===== config.mk =====
export PLATFORM = sky130hd
export DESIGN_NAME = snake_pic_gen
export DESIGN_NICKNAME = d
export VERILOG_FILES = /design/src/rtl/snake_pic_gen.sv
export SDC_FILE = /design/constraint.sdc
export NUM_CORES = 1
export LEC_CHECK = 0
export BUFFER_PORTS_ARGS = -buffer_cell sky130_fd_sc_hd__buf_4
export CORE_MARGIN = 2
export CORE_UTILIZATION = 60
export DETAILED_ROUTE_END_ITERATION = 8
export PLACE_DENSITY = 0.78
export SKIP_LAST_GASP = 1
export SLEW_MARGIN = 20
export SYNTH_ARGS = -nofsm -noshare
export SYNTH_HDL_FRONTEND = slang
export SYNTH_SLANG_ARGS = --single-unit

===== constraint.sdc =====
create_clock -name vga_clk -period 5.7 [get_ports vga_clk]
set_input_delay 0.855 -clock vga_clk [delete_from_list [all_inputs] [get_ports vga_clk]]
set_output_delay 0.855 -clock vga_clk [all_outputs]
set_load 0.01 [all_outputs]

===== src/rtl/snake_pic_gen.sv =====
// Snake game pixel generator: holds the game state, advances it during vertical
// blanking and returns a registered RGB565 colour for each requested pixel.
module snake_pic_gen #(
  parameter int          MAX_LEN     = 16,
  parameter int          STEP_FRAMES = 8,
  parameter logic [15:0] LFSR_SEED   = 16'hACE1
) (
  input  logic        vga_clk,
  input  logic        sys_rst_n,
  input  logic [9:0]  pix_x,
  input  logic [9:0]  pix_y,
  input  logic        key_up,
  input  logic        key_down,
  input  logic        key_left,
  input  logic        key_right,
  output logic [15:0] pix_data,
  output logic        game_over,
  output logic [7:0]  score
);

  typedef enum logic {ST_RUN, ST_OVER} state_e;
  // Encoding chosen so the reverse direction is the value with bit 0 flipped.
  typedef enum logic [1:0] {DIR_UP, DIR_DOWN, DIR_LEFT, DIR_RIGHT} dir_e;

  state_e      state_q, state_d;
  dir_e        dir_q, dir_d, pend_q, pend_d, key_dir;
  logic [5:0]  seg_x_q [MAX_LEN];
  logic [5:0]  seg_x_d [MAX_LEN];
  logic [4:0]  seg_y_q [MAX_LEN];
  logic [4:0]  seg_y_d [MAX_LEN];
  logic [5:0]  len_q, len_d;
  logic [5:0]  food_x_q, food_x_d;
  logic [4:0]  food_y_q, food_y_d;
  logic [7:0]  frame_cnt_q, frame_cnt_d;
  logic [7:0]  score_q, score_d;
  logic        move_q, move_d;
  logic [15:0] lfsr_q, lfsr_d;
  logic [15:0] pix_q, pix_d;

  logic        key_any, active, is_head, is_body, is_food;
  logic        wall, eat, self_hit;
  logic [5:0]  cx, nh_x, fx, hit_lim;
  logic [4:0]  cy, nh_y, fy;

  always_comb begin
    state_d     = state_q;
    dir_d       = dir_q;
    pend_d      = pend_q;
    seg_x_d     = seg_x_q;
    seg_y_d     = seg_y_q;
    len_d       = len_q;
    food_x_d    = food_x_q;
    food_y_d    = food_y_q;
    frame_cnt_d = frame_cnt_q;
    score_d     = score_q;
    move_d      = move_q;
    lfsr_d      = {lfsr_q[0] ^ lfsr_q[2] ^ lfsr_q[3] ^ lfsr_q[5], lfsr_q[15:1]};

    key_any = key_up | key_down | key_left | key_right;
    key_dir = DIR_RIGHT;
    if (key_left) key_dir = DIR_LEFT;
    if (key_down) key_dir = DIR_DOWN;
    if (key_up)   key_dir = DIR_UP;

    cx      = pix_x[9:4];
    cy      = pix_y[8:4];
    active  = (pix_x < 10'd640) && (pix_y < 10'd480);
    is_head = (seg_x_q[0] == cx) && (seg_y_q[0] == cy);
    is_food = (food_x_q == cx) && (food_y_q == cy);
    is_body = 1'b0;
    for (int i = 1; i < MAX_LEN; i++) begin
      if ((6'(i) < len_q) && (seg_x_q[i] == cx) && (seg_y_q[i] == cy)) is_body = 1'b1;
    end
    pix_d = 16'h0000;
    if (active) begin
      if (state_q == ST_OVER) pix_d = 16'hF800;
      else if (is_head)       pix_d = 16'hFFE0;
      else if (is_body)       pix_d = 16'h07E0;
      else if (is_food)       pix_d = 16'h001F;
    end

    nh_x = seg_x_q[0];
    nh_y = seg_y_q[0];
    wall = 1'b0;
    case (pend_q)
      DIR_UP:    if (seg_y_q[0] == 5'd0)  wall = 1'b1; else nh_y = seg_y_q[0] - 5'd1;
      DIR_DOWN:  if (seg_y_q[0] == 5'd29) wall = 1'b1; else nh_y = seg_y_q[0] + 5'd1;
      DIR_LEFT:  if (seg_x_q[0] == 6'd0)  wall = 1'b1; else nh_x = seg_x_q[0] - 6'd1;
      default:   if (seg_x_q[0] == 6'd39) wall = 1'b1; else nh_x = seg_x_q[0] + 6'd1;
    endcase
    eat = (nh_x == food_x_q) && (nh_y == food_y_q);
    // The tail vacates its cell on a plain move, but stays put when eating.
    hit_lim  = eat ? len_q : len_q - 6'd1;
    self_hit = 1'b0;
    for (int i = 0; i < MAX_LEN; i++) begin
      if ((6'(i) < hit_lim) && (seg_x_q[i] == nh_x) && (seg_y_q[i] == nh_y)) self_hit = 1'b1;
    end
    fx = (lfsr_q[5:0] >= 6'd40) ? lfsr_q[5:0] - 6'd40 : lfsr_q[5:0];
    fy = (lfsr_q[10:6] >= 5'd30) ? lfsr_q[10:6] - 5'd30 : lfsr_q[10:6];

    if (state_q == ST_RUN) begin
      if (move_q) begin
        move_d = 1'b0;
        dir_d  = pend_q;
        if (wall || self_hit) begin
          state_d = ST_OVER;
        end else begin
          for (int i = MAX_LEN - 1; i > 0; i--) begin
            seg_x_d[i] = seg_x_q[i-1];
            seg_y_d[i] = seg_y_q[i-1];
          end
          seg_x_d[0] = nh_x;
          seg_y_d[0] = nh_y;
          if (eat) begin
            if (len_q < 6'(MAX_LEN)) len_d = len_q + 6'd1;
            if (score_q != 8'hFF)    score_d = score_q + 8'd1;
            food_x_d = fx;
            food_y_d = fy;
          end
        end
      end
      if (key_any && (key_dir != dir_e'(dir_q ^ 2'b01))) pend_d = key_dir;
      if ((pix_x == 10'd639) && (pix_y == 10'd479)) begin
        if (frame_cnt_q == 8'(STEP_FRAMES - 1)) begin
          frame_cnt_d = 8'd0;
          move_d      = 1'b1;
        end else begin
          frame_cnt_d = frame_cnt_q + 8'd1;
        end
      end
    end else if (key_any) begin
      state_d     = ST_RUN;
      dir_d       = DIR_RIGHT;
      pend_d      = DIR_RIGHT;
      for (int i = 0; i < MAX_LEN; i++) begin
        seg_x_d[i] = 6'd0;
        seg_y_d[i] = 5'd0;
      end
      seg_x_d[0]  = 6'd20;
      seg_x_d[1]  = 6'd19;
      seg_x_d[2]  = 6'd18;
      seg_y_d[0]  = 5'd15;
      seg_y_d[1]  = 5'd15;
      seg_y_d[2]  = 5'd15;
      len_d       = 6'd3;
      food_x_d    = 6'd30;
      food_y_d    = 5'd15;
      frame_cnt_d = 8'd0;
      score_d     = 8'd0;
      move_d      = 1'b0;
    end
  end

  always_ff @(posedge vga_clk or negedge sys_rst_n) begin
    if (!sys_rst_n) begin
      state_q     <= ST_RUN;
      dir_q       <= DIR_RIGHT;
      pend_q      <= DIR_RIGHT;
      for (int i = 0; i < MAX_LEN; i++) begin
        seg_x_q[i] <= 6'd0;
        seg_y_q[i] <= 5'd0;
      end
      seg_x_q[0]  <= 6'd20;
      seg_x_q[1]  <= 6'd19;
      seg_x_q[2]  <= 6'd18;
      seg_y_q[0]  <= 5'd15;
      seg_y_q[1]  <= 5'd15;
      seg_y_q[2]  <= 5'd15;
      len_q       <= 6'd3;
      food_x_q    <= 6'd30;
      food_y_q    <= 5'd15;
      frame_cnt_q <= 8'd0;
      score_q     <= 8'd0;
      move_q      <= 1'b0;
      lfsr_q      <= LFSR_SEED;
      pix_q       <= 16'h0000;
    end else begin
      state_q     <= state_d;
      dir_q       <= dir_d;
      pend_q      <= pend_d;
      seg_x_q     <= seg_x_d;
      seg_y_q     <= seg_y_d;
      len_q       <= len_d;
      food_x_q    <= food_x_d;
      food_y_q    <= food_y_d;
      frame_cnt_q <= frame_cnt_d;
      score_q     <= score_d;
      move_q      <= move_d;
      lfsr_q      <= lfsr_d;
      pix_q       <= pix_d;
    end
  end

  assign pix_data  = pix_q;
  assign game_over = (state_q == ST_OVER);
  assign score     = score_q;

endmodule


== Word-level counts from Yosys, hierarchy flattened ==
Cells that the tools add are included.
Word-level totals
  bits in latches: 0
  bits in registers: 247
  ROM bits: 0
  word-level logic and storage cells: 360
  memory bits (writable): 0
  memories: 0
  input bits: 26
  output and inout bits: 25
Cells by class
  equal/unequal tests: 79
  multiplexer cells: 99
  multipliers: 0
  divide/modulo/power cells: 0
  bitwise operators: 7
  reduce and logical (&&, ||, !) cells: 86
  shifts and indexed selects: 0
  order comparisons: 36
  $add $sub $neg: 10
Operators by type and width (count)
  $mux 96: 4
  $mux 80: 4
  $eq 6x6->1: 34
  $eq 5x5->1: 34
  $lt 4x6->1 const A: 16
  $mux 6: 15
  $mux 8: 9
  $logic_and 1x1->1: 68
  $lt 3x6->1 const A: 8
  $mux 16: 3
  $mux 5: 9
  $mux 1: 44
  $lt 2x6->1 const A: 4
  $lt 1x6->1 const A: 3
  $add 8x1->8 const B: 2
  $mux 2: 7
  $add 6x1->6 const B: 2
  $pmux 6 s2: 1
  $reduce_bool 2->1: 6
  $sub 6x1->6 const B: 2
  $mux 11: 1
  $eq 10x10->1 const B: 1
  $eq 10x9->1 const B: 1
  $lt 10x10->1 const B: 1
  other kinds (31): 38

== Longest topological paths before layout ==
Gate-level depths: netlist of the first run.
  depth in word-level cells: 29
  mapped depth: 21
  mapped depth without buffers: 15

== Worst setup path after synthesis of the first run ==
OpenSTA, ideal clock, no wires.
  path kind: reg-to-reg
  start: reg seg_x_q[91] in the netlist's numbering
  end: reg seg_x_q[69] in the netlist's numbering
  cell stages (with the launch flop): 20
  arrival: 4.681 ns
  clock period less this slack: 4.818 ns
  setup time: 0.137 ns
  slack: 0.882 ns
  required time: 5.563 ns
  cells stage by stage: dfrtp_1 > clkbuf_1 > inv_1 > ha_1 > or4b_1 > o21ai_1 > o2111ai_1 > xnor2_1 > a2111o_1 > nor4_2 > buf_2 > nand3_1 > a32o_1 > a211oi_2 > nand3_2 > nor2_4 > buf_4 > buf_6 > mux2i_1 > a21oi_1
Between the ends
  cells in the longest elaborated chain, start to end: 28
Ends and longest elaborated chain
  start, declared: RTL line 27  | logic [5:0] seg_x_q [MAX_LEN];
  start signal, assigned: RTL line 181  | seg_x_q <= seg_x_d;
  $add 6x1->6 (tied with other cells): RTL line 89  | default: if (seg_x_q[0] == 6'd39) wall = 1'b1; else nh_x = seg_x_q[0] + 6'd1;
  $mux 6, on equally long branches: RTL line 89, 88
  $pmux 6 s2: RTL line 85  | case (pend_q)
  $eq 6x6->1: RTL line 91  | eat = (nh_x == food_x_q) && (nh_y == food_y_q);
  $logic_and 1x1->1: RTL line 91
  $mux 6: RTL line 93  | hit_lim = eat ? len_q : len_q - 6'd1;
  $lt 1x6->1: RTL line 96  | if ((6'(i) < hit_lim) && (seg_x_q[i] == nh_x) && (seg_y_q[i] == nh_y)) self_hit = 1'b1;
  $logic_and 1x1->1 (2 in series): RTL line 96
  $mux 1 (16 in series): RTL line 96
  $logic_or 1x1->1 (*): RTL line 105  | if (wall || self_hit) begin
  $ne 2x2->1 (no line) (*)
  $reduce_and 3->1 (no line) (*)
Every way passes the cells marked *; elsewhere a longest branch is shown, timed or not.
A chain may end at the register's enable or synchronous reset.

== Final worst setup path of the first run ==
  start: reg seg_x_q[93] in the netlist's numbering
  end: reg seg_y_q[41] in the netlist's numbering
Between the ends
  cells in the longest elaborated chain, start to end: 28
Ends and longest elaborated chain
  $add 6x1->6 (tied with other cells): RTL line 89
  $mux 6, on equally long branches: RTL line 89, 88
  $pmux 6 s2: RTL line 85
  $eq 6x6->1: RTL line 91
  $logic_and 1x1->1: RTL line 91
  $mux 6: RTL line 93
  $lt 1x6->1: RTL line 96
  $logic_and 1x1->1 (2 in series): RTL line 96
  $mux 1 (16 in series): RTL line 96
  $logic_or 1x1->1 (*): RTL line 105
  $ne 2x2->1 (no line) (*)
  $reduce_and 3->1 (no line) (*)
  end signal, assigned: RTL line 182  | seg_y_q <= seg_y_d;
  end, declared: RTL line 29  | logic [4:0] seg_y_q [MAX_LEN];
Marks and branches as above.

==> results of run 1 <==
## cells in the mapped netlist, drive strengths merged (6+ instances only)
| library cell | instances | area share [%] |
|---|---|---|
| ha | 13 | 0.91 |
| or3 | 16 | 0.56 |
| xor2 | 120 | 5.9 |
| nand3 | 66 | 1.9 |
| inv | 26 | 0.54 |
| nor3b | 8 | 0.36 |
| and3 | 18 | 0.63 |
| dfstp | 41 | 6.0 |
| a21o | 9 | 0.38 |
| a211oi | 21 | 0.91 |
| o31ai | 6 | 0.25 |
| xnor2 | 226 | 11 |
| nand4b | 6 | 0.29 |
| a22oi | 6 | 0.28 |
| or2 | 7 | 0.24 |
| clkbuf | 131 | 2.7 |
| a21oi | 348 | 9.7 |
| buf | 55 | 2.1 |
| nand2 | 75 | 1.6 |
| nand2b | 14 | 0.49 |
| nand4 | 47 | 1.6 |
| mux2i | 178 | 9.9 |
| nor3 | 77 | 2.1 |
| nor4b | 6 | 0.38 |
| a31oi | 15 | 0.52 |
| nor2 | 70 | 1.5 |
| a311oi | 11 | 0.54 |
| nor4 | 49 | 1.8 |
| a2111oi | 9 | 0.44 |
| a21boi | 8 | 0.33 |
| dfrtp | 193 | 27 |
| o21ai | 53 | 1.5 |
## stage by stage
step           setup WS (ns)  util [%]  instance area, sq um  power, mW  instances
2_1_floorplan          0.882         -                 17900       2.19       2039
3_3_place_gp           0.339      63.2                 18700       2.41       2365
3_5_place_dp           0.339      63.2                 18700       2.43       2365
4_1_cts                0.230      66.8                 19700       4.51       2414
5_1_grt               0.0239      66.8                 19800       4.64       2414
6_report               0.212      66.8                 19800       4.51       2414
## power by group
part	internal [mW]	total (mW)	switching (mW)
clock	1.35	2.08	0.735
combinational	0.245	0.649	0.404
sequential	1.70	1.78	0.0800
total	3.29	4.51	1.22
## cells by family after synthesis
| kind of cell | share of synthesized area, % |
|---|---|
| muxes | 10.1 |
| xor gates and xnor gates | 17.0 |
| AOI/OAI and AO/OA | 18.5 |
| and+or+nand+nor | 15.1 |
| DFF | 32.9 |
| adders and majority gates | 0.907 |
| buffers and inverters | 5.41 |
## layout make-up
cell class                 count  area, sq um  area share [%]
multi-input combinational   1592        11100            56.3
sequential                   234         5910            29.9
timing repair buffer         122         1060            5.37
clock buffer                  36          769            3.90
tap                          390          488            2.47
clock inverter                13          294            1.49
inverter                      27          109           0.551
## critical path, delay by kind of cell (launching register included)
family | cells | cell delay (ns)
AOI/OAI and AO/OA | 7 | 1.79
buffers and inverters | 1 | 0.38
DFF | 1 | 0.57
muxes | 1 | 0.27
and+or+nand+nor | 5 | 2.24
## layer usage
layer  vias to the layer above  global-route usage (%)
met2                      1031                    59.0
met4                         0                    21.1
met1                      8045                    52.1
met5                         -                       0
met3                       271                    8.44
li1                       7324                       -
## path summary, 6_finish.rpt
path,from,endpoint,slack [ns],depth (start not counted)
min in group vga_clk,lfsr_q[12],lfsr_q[11],0.35,0
max reg2reg,seg_x_q[93],seg_y_q[41],0.21,14
min,sys_rst_n,lfsr_q[8],0.30,1
max,seg_x_q[93],seg_y_q[41],0.21,14
min reg2reg,lfsr_q[12],lfsr_q[11],0.35,0
max in group asynchronous,sys_rst_n,seg_y_q[42],4.13,2
## registers in the layout, indices dropped and copies added (netlist names), 2 cells and up
signal,flops
lfsr_q,16
seg_y_q,80
seg_x_q,96
food_x_q,6
frame_cnt_q,8
score,8
food_y_q,5
dir_q,2
pend_q,2
pix_data,3
len_q,6
## timing repair
| item | 4_1_cts | 5_1_grt |
|---|---|---|
| setup buffers | 0 | 0 |
| setup endpoints to repair | 0 | 2 |
| gates resized for setup | 0 | 1 |
| endpoints found under the hold margin | 0 | 0 |
==> reports/results.ini, run 1 <==
[finish]
diodes = 0
final_common_cell = a21oi_1
area_delta_synth_final_pct = 10.2
final_cell_mix = a21oi_1 (346), xnor2_1 (225), dfrtp_1 (193)
fillers = 2357
drive_above_1_share_pct = 12.4
layout.nets = 2043

[clocking]
clock_sinks = 234
htreeDepth = 1
cts_tree = yes
clock_latency_ns = 0.55
hold_buffers = 0
path_clk_slew_ns = 0.06
cts_buffers = 27
cts_root_buffer = clkbuf_16
cts.path.max_buffers = 3

[synthesis]
async_reset_ff_share_pct = 100
syn_inst = 2039
yosysSeqAreaShare_pct = 32.9
synth-edff-count = 0
ys_seq_elements = 234
avgSynthCellArea_sq_um = 8.79
synthFlopType = dfrtp_1
syn_nets = 2078
yosys_warnings = 0
syn_area_sq_um = 17900
synth.distinct_cells = 87

[critical_path]
cp.required_ns = 6.07
crit_chain = nor3b_2, a31oi_1, o2bb2ai_1, nor4bb_1, nor4bb_1, nand4_1, a211oi_1, a211oi_1, a311o_1, a22o_1, nor2_4, buf_12, mux2i_1, a21oi_1
cp.arrival_ns = 5.85
slowest_stage = nor4bb_1
crit_fanout = 56
cpPeakStageDelay_ns = 0.70
cp-end-kind = flip-flop
start_kind = flip-flop
crit_type = flip-flop to flip-flop

[grt]
antenna_found_initial = 0
grt_pass1_vias = 15500
track_usage_pct = 39.0
grt_max_degree = 146
overflow = 0
grt_pass1_wl_mm = 93.1

[pwr]
p_leak_nw = 7.77
peakVddDrop_uv = 238
p_per_area_nw_per_um2 = 228

[placed_design]
hpwlAfterDp_mm = 41.5
gp_congestion = 1.04
port_buffers = 50

[floorplanning]
row_count = 63
die_height_microns = 177
die_x_microns = 177
pin_count = 51
die-area_sq_um = 31300
design.core.area_sq_um = 29600
initial_core_util_pct = 60.7

[drt]
drt_first_pass_iters = 5
wl_per_cell_microns = 25.6
drcViolationCount = 0
route.met3.wl_mm = 6.69
top_layer = met4
drt_iter0_drc = 2088
totalWireLength_mm = 61.8
drtAntennaViolNets = 0
routed_via_density = 6.91
wl_met2_mm = 26.9
m1WireLength_mm = 24.3
vias = 16700

[timing]
clock.fmax_ghz = 0.182
rsz0062_at_grt = false
setup_tns_ns = 0
finalSetupViolations = 0
worstMarginPinSlew_ns = 1.06
fin_crit_sh_pct = 96.3
hold_viol = 0
fin_skew_ns = 0.0133
relSlewSlack_pct = 29.0
slew_viol_final = 0
period_needed_ns = 5.49
hold-worst-slack_ns = 0.301

[worst_hold_path]
hold_class = primary input to async pin

[outcome]
run_status = finished clean

[job]
max_cap_violations = 0

Power figures use the tool's default switching activity.
==> inputs of run 2 (changes only) <==
--- a/config.mk
+++ b/config.mk
@@ -8,6 +8,7 @@
 export BUFFER_PORTS_ARGS = -buffer_cell sky130_fd_sc_hd__buf_4
 export CORE_MARGIN = 2
 export CORE_UTILIZATION = 60
+export CTS_BUF_LIST = sky130_fd_sc_hd__clkbuf_8 sky130_fd_sc_hd__clkbuf_16
 export DETAILED_ROUTE_END_ITERATION = 8
 export PLACE_DENSITY = 0.78
 export SKIP_LAST_GASP = 1
==> run 2 against run 1 <==
  * Utilization unchanged
  * First-iteration DRC count down 0.24%
  * Worst hold slack about the same
  * Die area unchanged
  * Register-to-register slack about the same
  * Global-route usage unchanged
  * Power down 0.13%
  * Clock power about the same
  * Worst setup slack better by 0.0053 ns
  * Flip-flop and latch count unchanged
  * Non-clock buffer count unchanged
  * Critical path type unchanged
  * Largest cell class unchanged
==> reports/results.ini, run 2 (synthesis results as in run 1) <==
[outcome]
run_status = finished clean

[clocking]
clock_latency_ns = 0.55  ; about the same
cts_root_buffer = clkbuf_16
hold_buffers = 0  ; unchanged
cts_buffers = 27  ; unchanged
cts_tree = yes
cts.path.max_buffers = 3  ; unchanged
htreeDepth = 1  ; unchanged
clock_sinks = 234  ; unchanged
path_clk_slew_ns = 0.06  ; about the same

[finish]
drive_above_1_share_pct = 12.4  ; unchanged
fin_area_sq_um = 19800  ; unchanged
largest_reg_flops = 96  ; unchanged
final_cell_mix = a21oi_1 (346), xnor2_1 (225), dfrtp_1 (193)
regMostFlops = seg_x_q
area_delta_synth_final_pct = 10.2  ; unchanged
final_common_cell = a21oi_1
layout.nets = 2043  ; unchanged
reg_top3 = seg_x_q x96, seg_y_q x80, lfsr_q x16
diodes = 0  ; unchanged

[pwr]
peakVddDrop_uv = 239  ; +0.37%
p_sw_share_pct = 27.0  ; about the same
internal_power_mw = 3.29  ; -0.17%
p_leak_nw = 7.78  ; +0.16%
p_comb_share_pct = 14.4  ; about the same
p_per_area_nw_per_um2 = 228  ; -0.13%
pwr-share-seq_pct = 39.5  ; about the same
clock_power_share_pct = 46.1  ; about the same
p_switching_mw = 1.22  ; about the same

[timing]
relSlewSlack_pct = 29.2  ; +0.21 points
clock.fmax_ghz = 0.182  ; about the same
finalSetupViolations = 0  ; unchanged
fin_skew_ns = 0.0122  ; -0.00108 ns
slew_viol_final = 0  ; unchanged
setup_tns_ns = 0  ; unchanged
worstMarginPinSlew_ns = 1.06  ; -0.00310 ns
hold_viol = 0  ; unchanged
rsz0062_at_grt = false
period_needed_ns = 5.48  ; -0.00530 ns
fin_crit_sh_pct = 96.2  ; about the same

[floorplanning]
pin_count = 51  ; unchanged
row_count = 63  ; unchanged
design.core.area_sq_um = 29600  ; unchanged
die-area_sq_um = 31300  ; unchanged
die_height_microns = 177  ; unchanged
initial_core_util_pct = 60.7  ; unchanged
die_x_microns = 177  ; unchanged

[job]
max_cap_violations = 0  ; unchanged

[grt]
grt_pass1_wl_mm = 93.1  ; unchanged
use_met1_pct = 52.1  ; unchanged
grt_pass1_vias = 15500  ; unchanged
overflow = 0  ; unchanged
grt_use_met2_pct = 59.0  ; unchanged
grt.busiest_layer = met2
antenna_found_initial = 0  ; unchanged
gr-usage-met3_pct = 8.44  ; unchanged
track_usage_pct = 39.0  ; unchanged
grt_max_degree = 146  ; unchanged

[critical_path]
cp.arrival_ns = 5.85  ; about the same
start_kind = flip-flop
cpPeakStageDelay_ns = 0.56  ; -0.14 ns
slowest_stage = or4_4
cp-end-kind = flip-flop
cp.required_ns = 6.07  ; about the same
crit_type = flip-flop to flip-flop
crit_fanout = 56  ; unchanged
crit_chain = inv_1, ha_1, or4b_1, o21ai_1, o2111ai_2, xnor2_1, a2111o_1, or4_4, a21oi_2, o21ai_0, a311o_1, a22o_1, nor2_4, buf_12, mux2i_1, a21oi_1
worstRegToRegCells = 16  ; +2

[placed_design]
hpwlAfterDp_mm = 41.5  ; unchanged
dpl_cell_area_sq_um = 18700  ; unchanged
port_buffers = 50  ; unchanged
gp_congestion = 1.04  ; unchanged

[drt]
drt_first_pass_iters = 6  ; +1
totalWireLength_mm = 62.0  ; +0.19%
drcViolationCount = 0  ; unchanged
drt_iter0_drc = 2083  ; -0.24%
routed_via_density = 6.92  ; +0.14%
drtAntennaViolNets = 0  ; unchanged
vias = 16700  ; +0.14%
wl_per_cell_microns = 25.7  ; +0.19%

[worst_hold_path]
hold_class = primary input to async pin

==> run 2: cell count changes in the layout (fill, tap and decap cells not counted), sizes merged <==
cell and change:
inv +3, clkbuf -3
==> run 2: final timing paths <==
| path | start | end | slack, ns |
|---|---|---|---|
| setup / recovery | seg_x_q[91] | seg_y_q[41] | 0.22 |
| hold / removal | sys_rst_n | lfsr_q[8] | 0.30 |
| setup reg to reg | seg_x_q[91] | seg_y_q[41] | 0.22 |
| hold reg to reg | lfsr_q[12] | lfsr_q[11] | 0.35 |
| max in group asynchronous | sys_rst_n | seg_y_q[42] | 4.13 |
| min in group vga_clk | lfsr_q[12] | lfsr_q[11] | 0.35 |
==> run 2: per-layer routing <==
layer / vias up / share of wire (%)
li1: 7321 / -
met5: - / 0
met1: 8092 / 39
met2: 1033 / 44
met3: 249 / 11
met4: 0 / 6.0
==> run 2: cell type report <==
| type | instances | area, sq um |
|---|---|---|
| Clock buffer | 33 | 758 |
| Clock inverter | 16 | 305 |
| Fill cell | 2357 | 9810 |
| Inverter | 27 | 109 |
| Multi-Input combinational cell | 1592 | 11100 |
| Sequential cell | 234 | 5910 |
| Tap cell | 390 | 488 |
| Timing Repair Buffer | 122 | 1060 |
==> run 2: power by group through the flow <==
stage               registers, mW  logic (mW)  clock network (mW)
CTS                          1.78       0.630                2.10
global route                 1.78       0.688                2.16
finish                       1.78       0.649                2.08
global placement             1.80       0.611                   0
floorplan                    1.77       0.413                   0
detailed placement           1.81       0.627                   0
==> run 2: metrics by stage <==
step,std cells,utilization (%),hold WS (ns),setup slack [ns],power (mW)
floorplan,2039,-,0.333,0.882,2.19
global placement,2365,63.2,0.335,0.339,2.41
detailed placement,2365,63.2,0.339,0.339,2.43
CTS,2414,66.8,0.352,0.230,4.51
global route,2414,66.8,0.356,0.0239,4.63
finish,2414,66.8,0.301,0.217,4.51
==> run 2: what timing repair did <==
item | in CTS | in global routing
resized for setup | 0 | 1
hold endpoints to repair | 0 | 0
endpoints found under the setup margin | 0 | 2
buffers inserted | 0 | 0
==> run 2: worst max-delay path, delay by kind of cell, from the launching register on <==
family,cells,cell delay [ns]
simple gates,3,1.34
fa+ha+maj,1,0.29
xor+xnor,1,0.18
flops,1,0.50
compound gates,8,2.03
buf+inv,2,0.63
mux,1,0.27
==> inputs of run 3 (changes only) <==
--- a/config.mk
+++ b/config.mk
@@ -6,11 +6,10 @@
 export NUM_CORES = 1
 export LEC_CHECK = 0
 export BUFFER_PORTS_ARGS = -buffer_cell sky130_fd_sc_hd__buf_4
-export CORE_MARGIN = 2
-export CORE_UTILIZATION = 60
+export CORE_UTILIZATION = 45
 export CTS_BUF_LIST = sky130_fd_sc_hd__clkbuf_8 sky130_fd_sc_hd__clkbuf_16
 export DETAILED_ROUTE_END_ITERATION = 8
-export PLACE_DENSITY = 0.78
+export PLACE_DENSITY = 0.62
 export SKIP_LAST_GASP = 1
 export SLEW_MARGIN = 20
 export SYNTH_ARGS = -nofsm -noshare
==> run 3 against run 2 <==
  * Routed wire length rose by 3.0%
  * Utilization decreased by 16 points
  * Worst hold slack lost 0.040 ns
  * Clock power shrank 12%
  * Via count fell by 2.4%
  * Die area is 30% higher
  * Critical path type unchanged
==> reports/results.ini, run 3 (synthesis results as in run 1) <==
[finish]
final_common_cell = a21oi_1
drive_above_1_share_pct = 12.7  ; +0.26 points
area_delta_synth_final_pct = 10.3
reg_top3 = seg_x_q x96, seg_y_q x80, lfsr_q x16
final_util_pct = 50.7  ; -16 points
final_cells = 2548  ; +5.6%
layout.nets = 2051  ; +0.39%
diodes = 0  ; unchanged
regMostFlops = seg_x_q
largest_reg_flops = 96  ; unchanged
fin_area_sq_um = 19800  ; +0.11%
final_cell_mix = a21oi_1 (347), xnor2_1 (225), dfrtp_1 (193)

[critical_path]
reg2reg_to = seg_x_q[87]
crit_fanout = 43  ; -23%
worstRegToRegCells = 18  ; +2
cp.required_ns = 6.10  ; +0.03 ns
rr_startpoint = seg_y_q[75]
slowest_stage = or4_1
crit_type = flip-flop to flip-flop
crit_chain = inv_1, ha_1, or4b_1, a211oi_1, nand3b_1, buf_12, xnor2_1, a211oi_1, nand4_1, o2111ai_1, or4_1, a22oi_1, nand3_2, nor2_4, buf_12, buf_8, mux2i_1, a21oi_1
cpPeakStageDelay_ns = 0.67  ; +0.11 ns
rrSetupSlack_ns = 0.26  ; +0.04 ns
start_kind = flip-flop
cp-end-kind = flip-flop
cp.arrival_ns = 5.84  ; about the same

[worst_hold_path]
hold_class = primary input to async pin

[clocking]
cts_root_buffer = clkbuf_16
cts.path.max_buffers = 3  ; unchanged
path_clk_slew_ns = 0.06  ; about the same
clock_latency_ns = 0.57  ; +0.02 ns
cts_tree = yes
htreeDepth = 1  ; unchanged
clock_sinks = 234  ; unchanged
cts_buffers = 27  ; unchanged
hold_buffers = 0  ; unchanged

[placed_design]
dpl_cell_area_sq_um = 18800  ; +0.59%
gp_congestion = 0.964  ; -7.0%
dpl.cell_count = 2498  ; +5.6%
port_buffers = 50  ; unchanged
hpwlAfterDp_mm = 42.5  ; +2.6%

[grt]
track_usage_pct = 30.6  ; -8.3 points
grt_pass1_vias = 15300  ; -1.2%
grt_pass1_wl_mm = 96.1  ; +3.2%
overflow = 0  ; unchanged
grt_max_degree = 157  ; +7.5%
antenna_found_initial = 2  ; +2

[floorplanning]
design.core.area_sq_um = 39000  ; +32%
die_x_microns = 202  ; +14%
initial_core_util_pct = 46.0  ; -15 points
pin_count = 51  ; unchanged
row_count = 72  ; +14%
die_height_microns = 202  ; +14%
die-area_sq_um = 40600  ; +30%

[drt]
wl_per_cell_microns = 25.0  ; -2.4%
drt_iter0_drc = 2045  ; -1.8%
totalWireLength_mm = 63.8  ; +3.0%
drtAntennaViolNets = 0  ; unchanged
routed_via_density = 6.40  ; -7.5%
drt_first_pass_iters = 7  ; +1
drcViolationCount = 0  ; unchanged
vias = 16300  ; -2.4%

[timing]
fin_skew_ns = 0.0145  ; +0.00231 ns
clock.fmax_ghz = 0.184  ; +0.79%
fin_crit_sh_pct = 95.4  ; -0.75 points
period_needed_ns = 5.44  ; -0.0430 ns
relSlewSlack_pct = 30.1  ; +0.90 points
hold_viol = 0  ; unchanged
rsz0062_at_grt = false
slew_viol_final = 0  ; unchanged
finalSetupViolations = 0  ; unchanged
setup_tns_ns = 0  ; unchanged
hold-worst-slack_ns = 0.262  ; -0.0398 ns
worstMarginPinSlew_ns = 1.04  ; -0.0231 ns

[outcome]
run_status = finished clean

[pwr]
peakVddDrop_uv = 266  ; +11%
p_leak_nw = 7.72  ; -0.75%
p_per_area_nw_per_um2 = 216  ; -5.4%

[job]
max_cap_violations = 0  ; unchanged

==> run 3: cell count changes in the layout (fill, tap and decap cells not counted), sizes merged <==
| cell | before | now |
|---|---|---|
| buf | 122 | 128 |
| clkinvlp | 0 | 2 |
| clkbuf | 33 | 37 |
| bufinv | 9 | 3 |
==> run 3: cell type report <==
| type | count | area, sq um |
|---|---|---|
| Clock inverter | 12 | 141 |
| Sequential cell | 234 | 5910 |
| Clock buffer | 35 | 786 |
| Multi-Input combinational cell | 1592 | 11100 |
| Fill cell | 3670 | 19200 |
| Tap cell | 518 | 648 |
| Inverter | 27 | 109 |
| Timing Repair Buffer | 130 | 1070 |
==> run 3: layer usage <==
metal  up-vias  global-route usage (%)  wire length (microns)  share of wire [%]
li1       7355                       -                      -                  -
met3       169                    5.69                   6170                9.7
met4         2                    10.7                   2340                3.7
met1      7968                    42.9                  27000                 42
met2       804                    47.2                  28300                 44
met5         -                       0                     14              0.022
==> run 3: timing repair <==
| item | in CTS | in global routing |
|---|---|---|
| buffers inserted | 0 | 1 |
| endpoints found under the setup margin | 0 | 126 |
| resized for setup | 0 | 8 |
| endpoints found under the hold margin | 0 | 0 |
==> run 3: report_power, final <==
part | leakage (nW) | internal, mW | switching (mW)
combinational | 4.20 | 0.250 | 0.394
clock | 0.464 | 1.10 | 0.744
sequential | 3.06 | 1.70 | 0.0815
total | 7.72 | 3.05 | 1.22
==> run 3: worst max-delay path by stage <==
| stage | slack [ns] | start | cells past startpoint | end |
|---|---|---|---|---|
| floorplan | 0.88 | seg_x_q[91] | 19 | seg_x_q[69] |
| global placement | 0.25 | seg_x_q[91] | 16 | seg_y_q[42] |
| detailed placement | 0.20 | seg_x_q[91] | 16 | seg_x_q[40] |
| CTS | 0.18 | seg_x_q[91] | 16 | seg_x_q[40] |
| global route | 0.04 | seg_x_q[91] | 18 | seg_x_q[87] |
| finish | 0.26 | seg_y_q[75] | 18 | seg_x_q[87] |
==> run 3: through the flow <==
| stage | power (mW) | setup slack (ns) |
|---|---|---|
| global route | 4.42 | 0.0437 |
| CTS | 4.29 | 0.183 |
| floorplan | 2.19 | 0.882 |
| global placement | 2.43 | 0.255 |
| finish | 4.27 | 0.260 |
| detailed placement | 2.44 | 0.202 |
==> run 3: critical path, delay by kind of cell, from the launching register on <==
family                     cells  cell delay [ns]
buffers and inverters          4             1.03
xor gates and xnor gates       1             0.18
and+or+nand+nor                6             2.05
AOI/OAI and AO/OA              5             1.03
muxes                          1             0.24
adders and majority gates      1             0.27
DFF                            1             0.43
